File: src/rtl/lfsr_rng_pkg.sv
// lfsr_rng_pkg: shared types, default parameters and round-robin pick for lfsr_rng_arbiter
package lfsr_rng_pkg;
  typedef enum logic [1:0] {IDLE, SHIFT, DONE} state_t;
  localparam int WIDTH_D    = 10;
  localparam int X1_D       = 6;
  localparam int X2_D       = 9;
  localparam int OUT_BITS_D = 8;
  localparam int NREQ_D     = 4;
  localparam int MAX_REQ    = 64;
  // First set bit of req at or after ptr, wrapping at n. Scanning from the far
  // end down lets the closest candidate overwrite the earlier ones.
  function automatic logic [5:0] rr_pick(input logic [MAX_REQ-1:0] req, input logic [5:0] ptr, input int n);
    logic [5:0] pick;
    logic [6:0] s;
    logic [5:0] idx;
    pick = '0;
    for (int i = MAX_REQ - 1; i >= 0; i--) begin
      s   = 7'(ptr) + 7'(i);
      idx = s >= 7'(n) ? 6'(s - 7'(n)) : s[5:0];
      if (i < n && req[idx]) pick = idx;
    end
    return pick;
  endfunction
endpackage

File: src/rtl/lfsr_rng_arbiter_core.sv
// lfsr_step_core: XNOR Fibonacci LFSR register with seed load and single-step control
//   clk, reset_n : clock, asynchronous active-low reset (q clears to 0)
//   step         : advance one position, q <= {q[WIDTH-2:0], fb}
//   load/load_val: overwrite q with load_val (load wins over step)
//   fb           : current feedback bit q[X1] ~^ q[X2]
//   q            : LFSR state
// Macro LFSR_LOCKUP_GUARD_EN: keeps q out of the all-ones lockup state.
module lfsr_step_core #(
  parameter int WIDTH = 10,
  parameter int X1    = 6,
  parameter int X2    = 9
) (
  input  logic             clk,
  input  logic             reset_n,
  input  logic             step,
  input  logic             load,
  input  logic [WIDTH-1:0] load_val,
  output logic             fb,
  output logic [WIDTH-1:0] q
);
  logic [WIDTH-1:0] q_d;
  assign fb = q[X1] ~^ q[X2];
`ifdef LFSR_LOCKUP_GUARD_EN
  // At all-ones fb is already 1, so only the register needs forcing to zero.
  always_comb q_d = load ? (&load_val ? '0 : load_val) : step ? (&q ? '0 : {q[WIDTH-2:0], fb}) : q;
`else
  always_comb q_d = load ? load_val : step ? {q[WIDTH-2:0], fb} : q;
`endif
  always_ff @(posedge clk or negedge reset_n) begin
    if (!reset_n) q <= '0;
    else q <= q_d;
  end
endmodule

File: src/rtl/lfsr_rng_arbiter.sv
// lfsr_rng_arbiter: round-robin shared LFSR delivering OUT_BITS-bit random words
//   clk, reset_n  : clock, asynchronous active-low reset
//   req           : level requests, one per requester
//   gnt           : one-hot grant held for SHIFT and DONE
//   busy          : transaction in progress
//   rnd_valid     : one-cycle pulse qualifying rnd_data/rnd_id
//   rnd_data      : random word, first generated bit in MSB
//   rnd_id        : granted requester index
//   seed_load/val : load LFSR seed, honoured only in IDLE
// Macro LFSR_LOCKUP_GUARD_EN enables the all-ones lockup guard in lfsr_step_core.
module lfsr_rng_arbiter
  import lfsr_rng_pkg::*;
#(
  parameter int WIDTH    = WIDTH_D,
  parameter int X1       = X1_D,
  parameter int X2       = X2_D,
  parameter int OUT_BITS = OUT_BITS_D,
  parameter int NREQ     = NREQ_D
) (
  input  logic                    clk,
  input  logic                    reset_n,
  input  logic [NREQ-1:0]         req,
  output logic [NREQ-1:0]         gnt,
  output logic                    busy,
  output logic                    rnd_valid,
  output logic [OUT_BITS-1:0]     rnd_data,
  output logic [$clog2(NREQ)-1:0] rnd_id,
  input  logic                    seed_load,
  input  logic [WIDTH-1:0]        seed_val
);
  localparam int IDW = $clog2(NREQ);
  localparam int CW  = $clog2(OUT_BITS);
  state_t            state_q, state_d;
  logic [CW-1:0]     cnt_q, cnt_d;
  logic [OUT_BITS-1:0] word_q, word_d, rnd_data_q, rnd_data_d;
  logic [NREQ-1:0]   gnt_q, gnt_d;
  logic [IDW-1:0]    rnd_id_q, rnd_id_d, rr_ptr_q, rr_ptr_d, pick;
  logic              fb, step, load, grant, last;
  logic [WIDTH-1:0]  lfsr_q;
  logic              unused_q;
  assign unused_q = ^lfsr_q;
  lfsr_step_core #(.WIDTH(WIDTH), .X1(X1), .X2(X2)) u_core (
    .clk      (clk),
    .reset_n  (reset_n),
    .step     (step),
    .load     (load),
    .load_val (seed_val),
    .fb       (fb),
    .q        (lfsr_q)
  );
  always_ff @(posedge clk or negedge reset_n) begin
    if (!reset_n) begin
      state_q    <= IDLE;
      cnt_q      <= '0;
      word_q     <= '0;
      gnt_q      <= '0;
      rnd_id_q   <= '0;
      rnd_data_q <= '0;
      rr_ptr_q   <= '0;
    end else begin
      state_q    <= state_d;
      cnt_q      <= cnt_d;
      word_q     <= word_d;
      gnt_q      <= gnt_d;
      rnd_id_q   <= rnd_id_d;
      rnd_data_q <= rnd_data_d;
      rr_ptr_q   <= rr_ptr_d;
    end
  end
  // seed_load takes the IDLE cycle, so a request waits one cycle behind it
  always_comb begin
    grant   = state_q == IDLE && !seed_load && |req;
    last    = cnt_q == CW'(OUT_BITS - 1);
    state_d = state_q == IDLE ? (grant ? SHIFT : IDLE) : state_q == SHIFT ? (last ? DONE : SHIFT) : IDLE;
  end
  always_comb begin
    pick       = IDW'(rr_pick(MAX_REQ'(req), 6'(rr_ptr_q), NREQ));
    step       = state_q == SHIFT;
    load       = state_q == IDLE && seed_load;
    cnt_d      = grant ? '0 : step ? cnt_q + 1'b1 : cnt_q;
    word_d     = grant ? '0 : step ? {word_q[OUT_BITS-2:0], fb} : word_q;
    gnt_d      = grant ? NREQ'(1) << pick : state_q == DONE ? '0 : gnt_q;
    rnd_id_d   = grant ? pick : rnd_id_q;
    // capture the completed word on the final shift so it is ready in DONE and holds afterwards
    rnd_data_d = step && last ? {word_q[OUT_BITS-2:0], fb} : rnd_data_q;
    rr_ptr_d   = state_q == DONE ? (rnd_id_q == IDW'(NREQ - 1) ? '0 : rnd_id_q + 1'b1) : rr_ptr_q;
  end
  always_comb begin
    busy      = state_q != IDLE;
    rnd_valid = state_q == DONE;
    gnt       = gnt_q;
    rnd_id    = rnd_id_q;
    rnd_data  = rnd_data_q;
  end
endmodule

File: config.mk
export PLATFORM = sky130hd
export DESIGN_NAME = lfsr_rng_arbiter
export DESIGN_NICKNAME = d
export VERILOG_FILES = /design/src/rtl/lfsr_rng_pkg.sv /design/src/rtl/lfsr_rng_arbiter_core.sv /design/src/rtl/lfsr_rng_arbiter.sv
export SDC_FILE = /design/constraint.sdc
export NUM_CORES = 1
export LEC_CHECK = 0
export ABC_AREA = 0
export CORE_UTILIZATION = 25
export CTS_BUF_LIST = sky130_fd_sc_hd__clkbuf_4 sky130_fd_sc_hd__clkbuf_8
export CTS_CLUSTER_SIZE = 10
export DETAILED_ROUTE_END_ITERATION = 10
export HOLD_SLACK_MARGIN = 0.12
export PLACE_DENSITY_LB_ADDON = 0.05
export SETUP_SLACK_MARGIN = 0.15
export SYNTH_ARGS = -nofsm -noshare
export SYNTH_HDL_FRONTEND = slang
export SYNTH_HIERARCHICAL = 1
export SYNTH_SLANG_ARGS = --single-unit
export TNS_END_PERCENT = 50
File: constraint.sdc
create_clock -name clk -period 2.1 [get_ports clk]
set_input_delay 0.21 -clock clk [delete_from_list [all_inputs] [get_ports clk]]
set_output_delay 0.21 -clock clk [all_outputs]
set_load 0.005 [all_outputs]
==> metrics.md <==
| Metric | Value |
|---|---|
| CTS H-tree lvls | 2 |
| Worst Path Class, Setup | reg2reg |
| Synthesized cell area | 0.00192 sq mm |
| Compound-gate portion of the synthesized area | 0.133 |
| Status | finished, final reports clean |
| Final Max Slew Viols | 0 |
| VDD IR max | 537 uV |
| Antenna Nets Post-Route | 0 |
| Arr. time, crit path | 2120 ps |
| Post-synth top area cell | dfrtp_1 |
| GRT Overall Usage | 0.117 |
| Slowest stage delay, CP | 430 ps |
| Cells after synthesis | 181 |
| Flop and latch count out of synthesis | 38 |
| WHS Path Cells | 3 |
| NetSw | 1.25 mW |
| Vias in the first global route | 1,524 |
| RD Place Congestion | 0.922 |
| Static leakage | 1.12 nW |
| DRC | 0 |
| Starting density of the core | 0.261 |
| Setup crit start kind | register |
| DIE WIDTH | 89.6 um |
| CP Max Fanout | 9 |
| Avg Cell Area, Syn | 10.6 sq um |
| Share of layout cells above drive strength 1 | 0.203 |
| Clk_lat worst skew | 280 ps |
| CP Depth | 7 |
| N_diodes | 0 |
| I/O Buffers | 32 |
| Rows | 31 |
| Total placed instance area | 0.00237 sq mm |
| Worst slew pin tran | 853 ps |
| Die footprint | 0.00802 sq mm |
| Max-Cap Viols | 0 |
| Cell area after layout | 0.00253 sq mm |
| Fillcell total | 760 |
| Largest cells by area after synthesis | dfrtp_1 50%, mux2_2 7.0%, nand2_1 6.7% |
| Xor/xnor share of the synthesized area | 0.00914 |
| Distinct cell type count after synthesis | 35 |
| Final Skew | 3.73 ps |
| Post-synthesis sequential area ratio | 0.496 |
| Post-synth top area share | 0.496 |
| Sw frac | 0.360 |
| Routed WL | 4400 um |
| Final core occ | 0.346 |
| CP cell instances | buf_6 > ha_1 > nor2b_1 > nor3_2 > o211ai_1 > nand3_1 > o21ai_1 |
| Largest net degree at the start of global routing | 39 |
| Final setup viols | 0 |
| Global-route wire length before repair | 7080 um |
| Seq pwr share | 0.363 |
| Worst R2R Path Depth | 7 |
| Combinational share of power | 0.487 |
| Via density | 4.60 |
| Final nets | 246 |
| Area grow syn2layout | 32.2% |
| Vias | 1,475 |
| Power density over the cells | 1370 mW/mm^2 |
| # clock sinks | 38 |
| CP top delay family | simple AND/OR/NAND/NOR gates |
| Setup crit end kind | register |
| RSZ-0062 raised after global routing | true |
| Fin. Hold Viols | 0 |
| Post-synth net total | 206 |
| Post-synthesis mux area share | 0.155 |
| Setup TNS | 0 ps |
| CTS Buf Count | 5 |
| Clk buf depth | 2 |
| Root buffer selected by CTS | clkbuf_8 |
| Post-Synth Simple-Gate Area | 0.117 |
| Initial antenna violation count | 0 |
| Wire length per cell | 13.7 um |
| Tmin final | 1910 ps |
| # IOs | 33 |
| Adder-cell share of the synthesized area | 0.0522 |
| HPWL after DPL | 3030 um |
| Pre-antenna DRT Iters | 6 |
| Die span in y | 89.6 um |
| Clk pin slew, worst setup/hold paths | 70 ps |
| TritonCTS clock tree | yes |
| Clk pwr share | 0.149 |
| Type of the most critical hold path | in2reg |
| Largest family of logic cells by synthesized area | multiplexers |
| Total number of yosys warnings | 6 |
| WP buf/inv | 1 |
| Pint | 2.23 mW |
| Initial DRC Count | 32 |
| Pwr Total | 3.48 mW |
| Final period utilization | 0.909 |
| Slew headroom | 0.431 |
| Critical path's slowest cell | dfrtp_1 |
| F_max | 524 MHz |
| Placeable Area | 0.00733 sq mm |
| Crit path required time | 2310 ps |
| Total gr overflow | 0 |
-- stage by stage --
step / std cells / hold slack [ps] / setup WS (ps)
after floorplan: 181 / -85.6 / 150
after global placement: 311 / 371 / 44.6
after detailed placement: 311 / 379 / 36.9
after CTS: 321 / 452 / 181
after global routing: 321 / 472 / 81.5
final: 321 / 467 / 191
-- flip-flops by register name, indices dropped and copies added (netlist names) --
signal,flops
rnd_data,8
rr_ptr_q,2
state_q,2
cnt_q,3
gnt,4
u_core/q,10
rnd_id,2
word_q,7
-- metal layers --
metal,routed length [um],vias to the layer above,GRT usage
met5,0,-,0
met4,90,0,0.0476
met3,185,10,0.0295
met2,2090,48,0.195
met1,2040,712,0.145
li1,-,705,-
-- synthesized netlist by cell type --
cell type / n
a31oi_1: 1
inv_1: 8
a32oi_1: 1
nand4bb_1: 1
a22oi_2: 1
nor4_1: 1
o21bai_1: 2
mux2_2: 12
o21ai_1: 10
buf_1: 1
nor2_1: 6
o2bb2ai_1: 1
xnor2_1: 2
mux2i_1: 11
buf_2: 4
nor2b_1: 2
a21oi_1: 12
ha_1: 8
nor3_1: 3
a31oi_2: 1
mux2_4: 2
nand3_1: 2
mux4_2: 1
a21boi_1: 1
nand2b_1: 2
buf_6: 1
o221ai_1: 2
a22o_1: 2
o211ai_1: 1
clkbuf_1: 2
or2_1: 1
nand2_1: 34
dfrtp_1: 38
o21ai_0: 3
a2bb2oi_2: 1
-- final cells by class --
type	count	area (sq um)	share of cell area
sequential	38	951	0.375
inverter	8	30.0	0.0118
clock inverter	1	5.00	0.00197
tap	99	124	0.0489
clock buffer	7	90.1	0.0355
timing repair buffer	41	389	0.154
multi-input combinational	127	946	0.373
-- worst paths after layout --
kind                                              start  slack [ps]                      end
worst max-delay path            rr_ptr_q[0]$_DFFE_PN0P_         190       gnt[3]$_DFFE_PN0P_
worst min-delay path                        seed_val[1]         470  u_core/q[1]$_DFFE_PN0P_
worst max register to register  rr_ptr_q[0]$_DFFE_PN0P_         190       gnt[3]$_DFFE_PN0P_
worst min register to register  rnd_data[7]$_DFFE_PN0P_         510  rnd_data[7]$_DFFE_PN0P_
max in group asynchronous                       reset_n         970    word_q[0]$_DFFE_PN0P_
min in group asynchronous                       reset_n         580       gnt[2]$_DFFE_PN0P_
-- what timing repair did --
item | 4_1_cts | 5_1_grt
setup buffers | 1 | 0
hold buffers | 1 | 0
pin swaps | 0 | 4
gates cloned | 0 | 0
gates resized for setup | 3 | 10
endpoints found under the setup margin | 6 | 6
hold endpoints to repair | 38 | 0
-- kinds of logic after synthesis --
logic type                 Yosys count
xor gates and xnor gates             2
muxes                               26
DFF                                 38
and+or+nand+nor                     52
buffers and inverters               16
AOI/OAI and AO/OA                   39
adders and majority gates            8
-- cell usage in the layout (no fill, tap or decap), types with 2 or more instances in the layout --
cell,instances
nor2_1,6
inv_1,6
buf_4,7
a22o_1,2
o21bai_1,2
nand2_1,34
nor2b_1,2
a21oi_1,12
mux2i_1,11
ha_1,7
clkdlybuf4s50_1,31
o221ai_2,2
o21ai_1,11
nand3_1,2
xnor2_1,2
inv_2,2
mux2_2,12
mux2_4,2
nor3_2,2
clkbuf_8,6
dfrtp_1,38
nand2b_1,2
o21ai_0,2
-- worst min-delay path, stage by stage --
cell	delay [ps]
clkdlybuf4s50_1	390
nand2_1	60
o21ai_1	50
-- power groups by stage --
| stage | clock network, mW | registers [mW] | logic [mW] |
|---|---|---|---|
| floorplan | 0 | 1.25 | 1.03 |
| global placement | 0 | 1.27 | 1.54 |
| detailed placement | 0 | 1.28 | 1.58 |
| CTS | 0.551 | 1.26 | 1.62 |
| global route | 0.581 | 1.31 | 1.88 |
| finish | 0.520 | 1.26 | 1.70 |
(Power assumes the default switching activity.)
==> RTL change, RTL diff (config.mk and constraints unchanged) <==
Reset style: synchronous (`reset_n`), changed in 2 clocked blocks. Comments in the files are not updated.
--- a/src/rtl/lfsr_rng_arbiter_core.sv
+++ b/src/rtl/lfsr_rng_arbiter_core.sv
@@ -26,7 +26,7 @@
 `else
   always_comb q_d = load ? load_val : step ? {q[WIDTH-2:0], fb} : q;
 `endif
-  always_ff @(posedge clk or negedge reset_n) begin
+  always_ff @(posedge clk) begin
     if (!reset_n) q <= '0;
     else q <= q_d;
   end
--- a/src/rtl/lfsr_rng_arbiter.sv
+++ b/src/rtl/lfsr_rng_arbiter.sv
@@ -48,7 +48,7 @@
     .fb       (fb),
     .q        (lfsr_q)
   );
-  always_ff @(posedge clk or negedge reset_n) begin
+  always_ff @(posedge clk) begin
     if (!reset_n) begin
       state_q    <= IDLE;
       cnt_q      <= '0;
Check against the original RTL: differs if reset_n is asserted again (counterexample within 4 cycles, from zero or initial values and one cycle with reset_n low); with reset_n held inactive, the same outputs for 10 cycles.
==> RTL change against the unedited design <==
  * Worst setup slack better by 54 ps
  * Cell area up 2.6%
  * Count of clock-buffer cells in the layout unchanged
  * Global-route usage up 0.30 points
  * Area after synthesis down 0.85%
  * Final cell count up 13%
  * Wire length up 3.3%
  * Sequential cell count unchanged
Power is not compared: it rests on default switching activity, and its combinational part moved more than twofold at a synthesized area within 25%.
==> RTL change: results (changes against the unedited design) <==
Status: complete, no violations
Later-pin clock latency in the skew report: 290 ps
Largest register FFs: 10 (unchanged)
Clock Power: 0.643 mW
Global-route wire length before repair: 7180 um (+1.4%)
F_max: 0.539 GHz (+2.9%)
1st-iter DRT viols: 66 (+110%)
Adder-cell share of the synthesized area: 5.27% (+0.045 points)
Largest net degree at the start of global routing: 22 (-44%)
H-tree levels: 2 (unchanged)
Initial antenna violation count: 0 (unchanged)
Finished Layout Cells: 362 (+13%)
Top reg by flops: u_core/q
Layout cells sized above 1: 18.6% (-1.6 points)
Commonest cells in the synthesized netlist: dfxtp_1 (38), a21oi_1 (32), nand2_1 (30)
Total nets after synthesis: 240 (+17%)
Post-synthesis sequential area ratio: 40.0% (-9.6 points)
DP HPWL: 3330 um (+10%)
Total Nets Final: 287 (+17%)
Area after DPL: 2460 um^2 (+3.9%)
Yosys warns: 6 (unchanged)
Pre-CTS setup slack: 105 ps (+68.2 ps)
Average size of a mapped cell: 8.84 um^2 (-17%)
Synth top area cells: dfxtp_1 (40%), a21oi_1 (8.4%), mux2i_1 (7.4%)
CTS clk-pin slew, worst paths: 80 ps
Via count of the first global-routing pass: 1,456 (-4.5%)
Gr usage total: 12.0% (+0.30 points)
Gpl congestion: 0.786 (-15%)
Root Buffer: clkbuf_8
Port bufs: 32 (unchanged)
Max Buffers Root-to-Sink: 2 (unchanged)
Worst Max-Slew Pin Slew: 501 ps (-352 ps)
Synth Area in Compound Gates: 20.5% (+7.3 points)
Detailed Routing Iterations Pass 1: 4 (-2)
Synth Area in XOR/XNOR: 0.922% (+0.0078 points)
Synth unique cells: 40 (+14%)
CTS buffer count: 5 (unchanged)
Placed Instances: 354 (+14%)
Crit Path Max Fanout: 5 (-4)
Mux cell area share after synthesis: 10.1% (-5.4 points)
Post-synth EDFFs: 0 (unchanged)
Sw Ratio: 24.2%
Worst hold slack: 453 ps (-14.3 ps)
Worst Clk Skew: 15.0 ps (+11.3 ps)
Crit path DAT: 2040 ps (-80 ps)
VDD IR-drop max: 258 uV
Pint: 1.25 mW
Sequential share of power: 46.6%
Total wire length: 4540 um (+3.3%)
Via/cell ratio: 4.43 (-3.5%)
Async S/R FF share, synth: 0% (-100 points)
Diodes inserted: 0 (unchanged)
Class of the worst hold path: flop to flop
Leak Pwr: 0.967 nW
RTL change: cell count changes after synthesis, sizes merged, moves of 3 or more:
cell    before  now
a21oi       12   32
nor4         1    4
nor2         6   16
clkbuf       2    7
mux2        14    2
nand2       34   30
dfrtp       38    0
dfxtp        0   38
nand3        2    8
mux2i       11   15
RTL change: routing by layer:
layer  routed length, um  up-vias  track usage [%]
met5                   0        -                0
met4                  15        0             3.90
met3                 161        2             3.14
met2                2140       28             20.1
met1                2230      730             15.1
li1                    -      845                -
RTL change: layout make-up:
cell class              instances  area (um^2)
fillers                       800         4690
multi-input cells             157         1090
flip-flops and latches         38          766
repair buffers                 51          475
well taps                      99          124
clock buffers                   7         83.8
inverters                       9         33.8
clock inverters                 1         30.0
RTL change: final timing paths:
check              start          end  cells past startpoint
min          rnd_data[7]  rnd_data[7]                      2
min reg2reg  rnd_data[7]  rnd_data[7]                      2
max          rr_ptr_q[1]       gnt[0]                      8
max reg2reg  rr_ptr_q[1]       gnt[0]                      8
RTL change: worst max-delay path, cell delays in order, from the launching register on:
cell       delay, ps
dfxtp_2          350
inv_1             90
buf_4            170
ha_1             210
a211o_1          310
a2bb2oi_2        180
nor4_4            50
buf_4            160
a32o_1           250
RTL change: cell families after synthesis:
group,after synthesis
AOI/OAI and AO/OA,59
xor gates and xnor gates,2
adders and majority gates,8
buffers and inverters,20
DFF,38
muxes,17
and+or+nand+nor,71
RTL change: timing repair:
item / CTS / global route
buffers inserted: 0 / 0
setup endpoints to repair: 2 / 6
cloned: 0 / 0
resized for setup: 1 / 5
pin swaps: 1 / 1
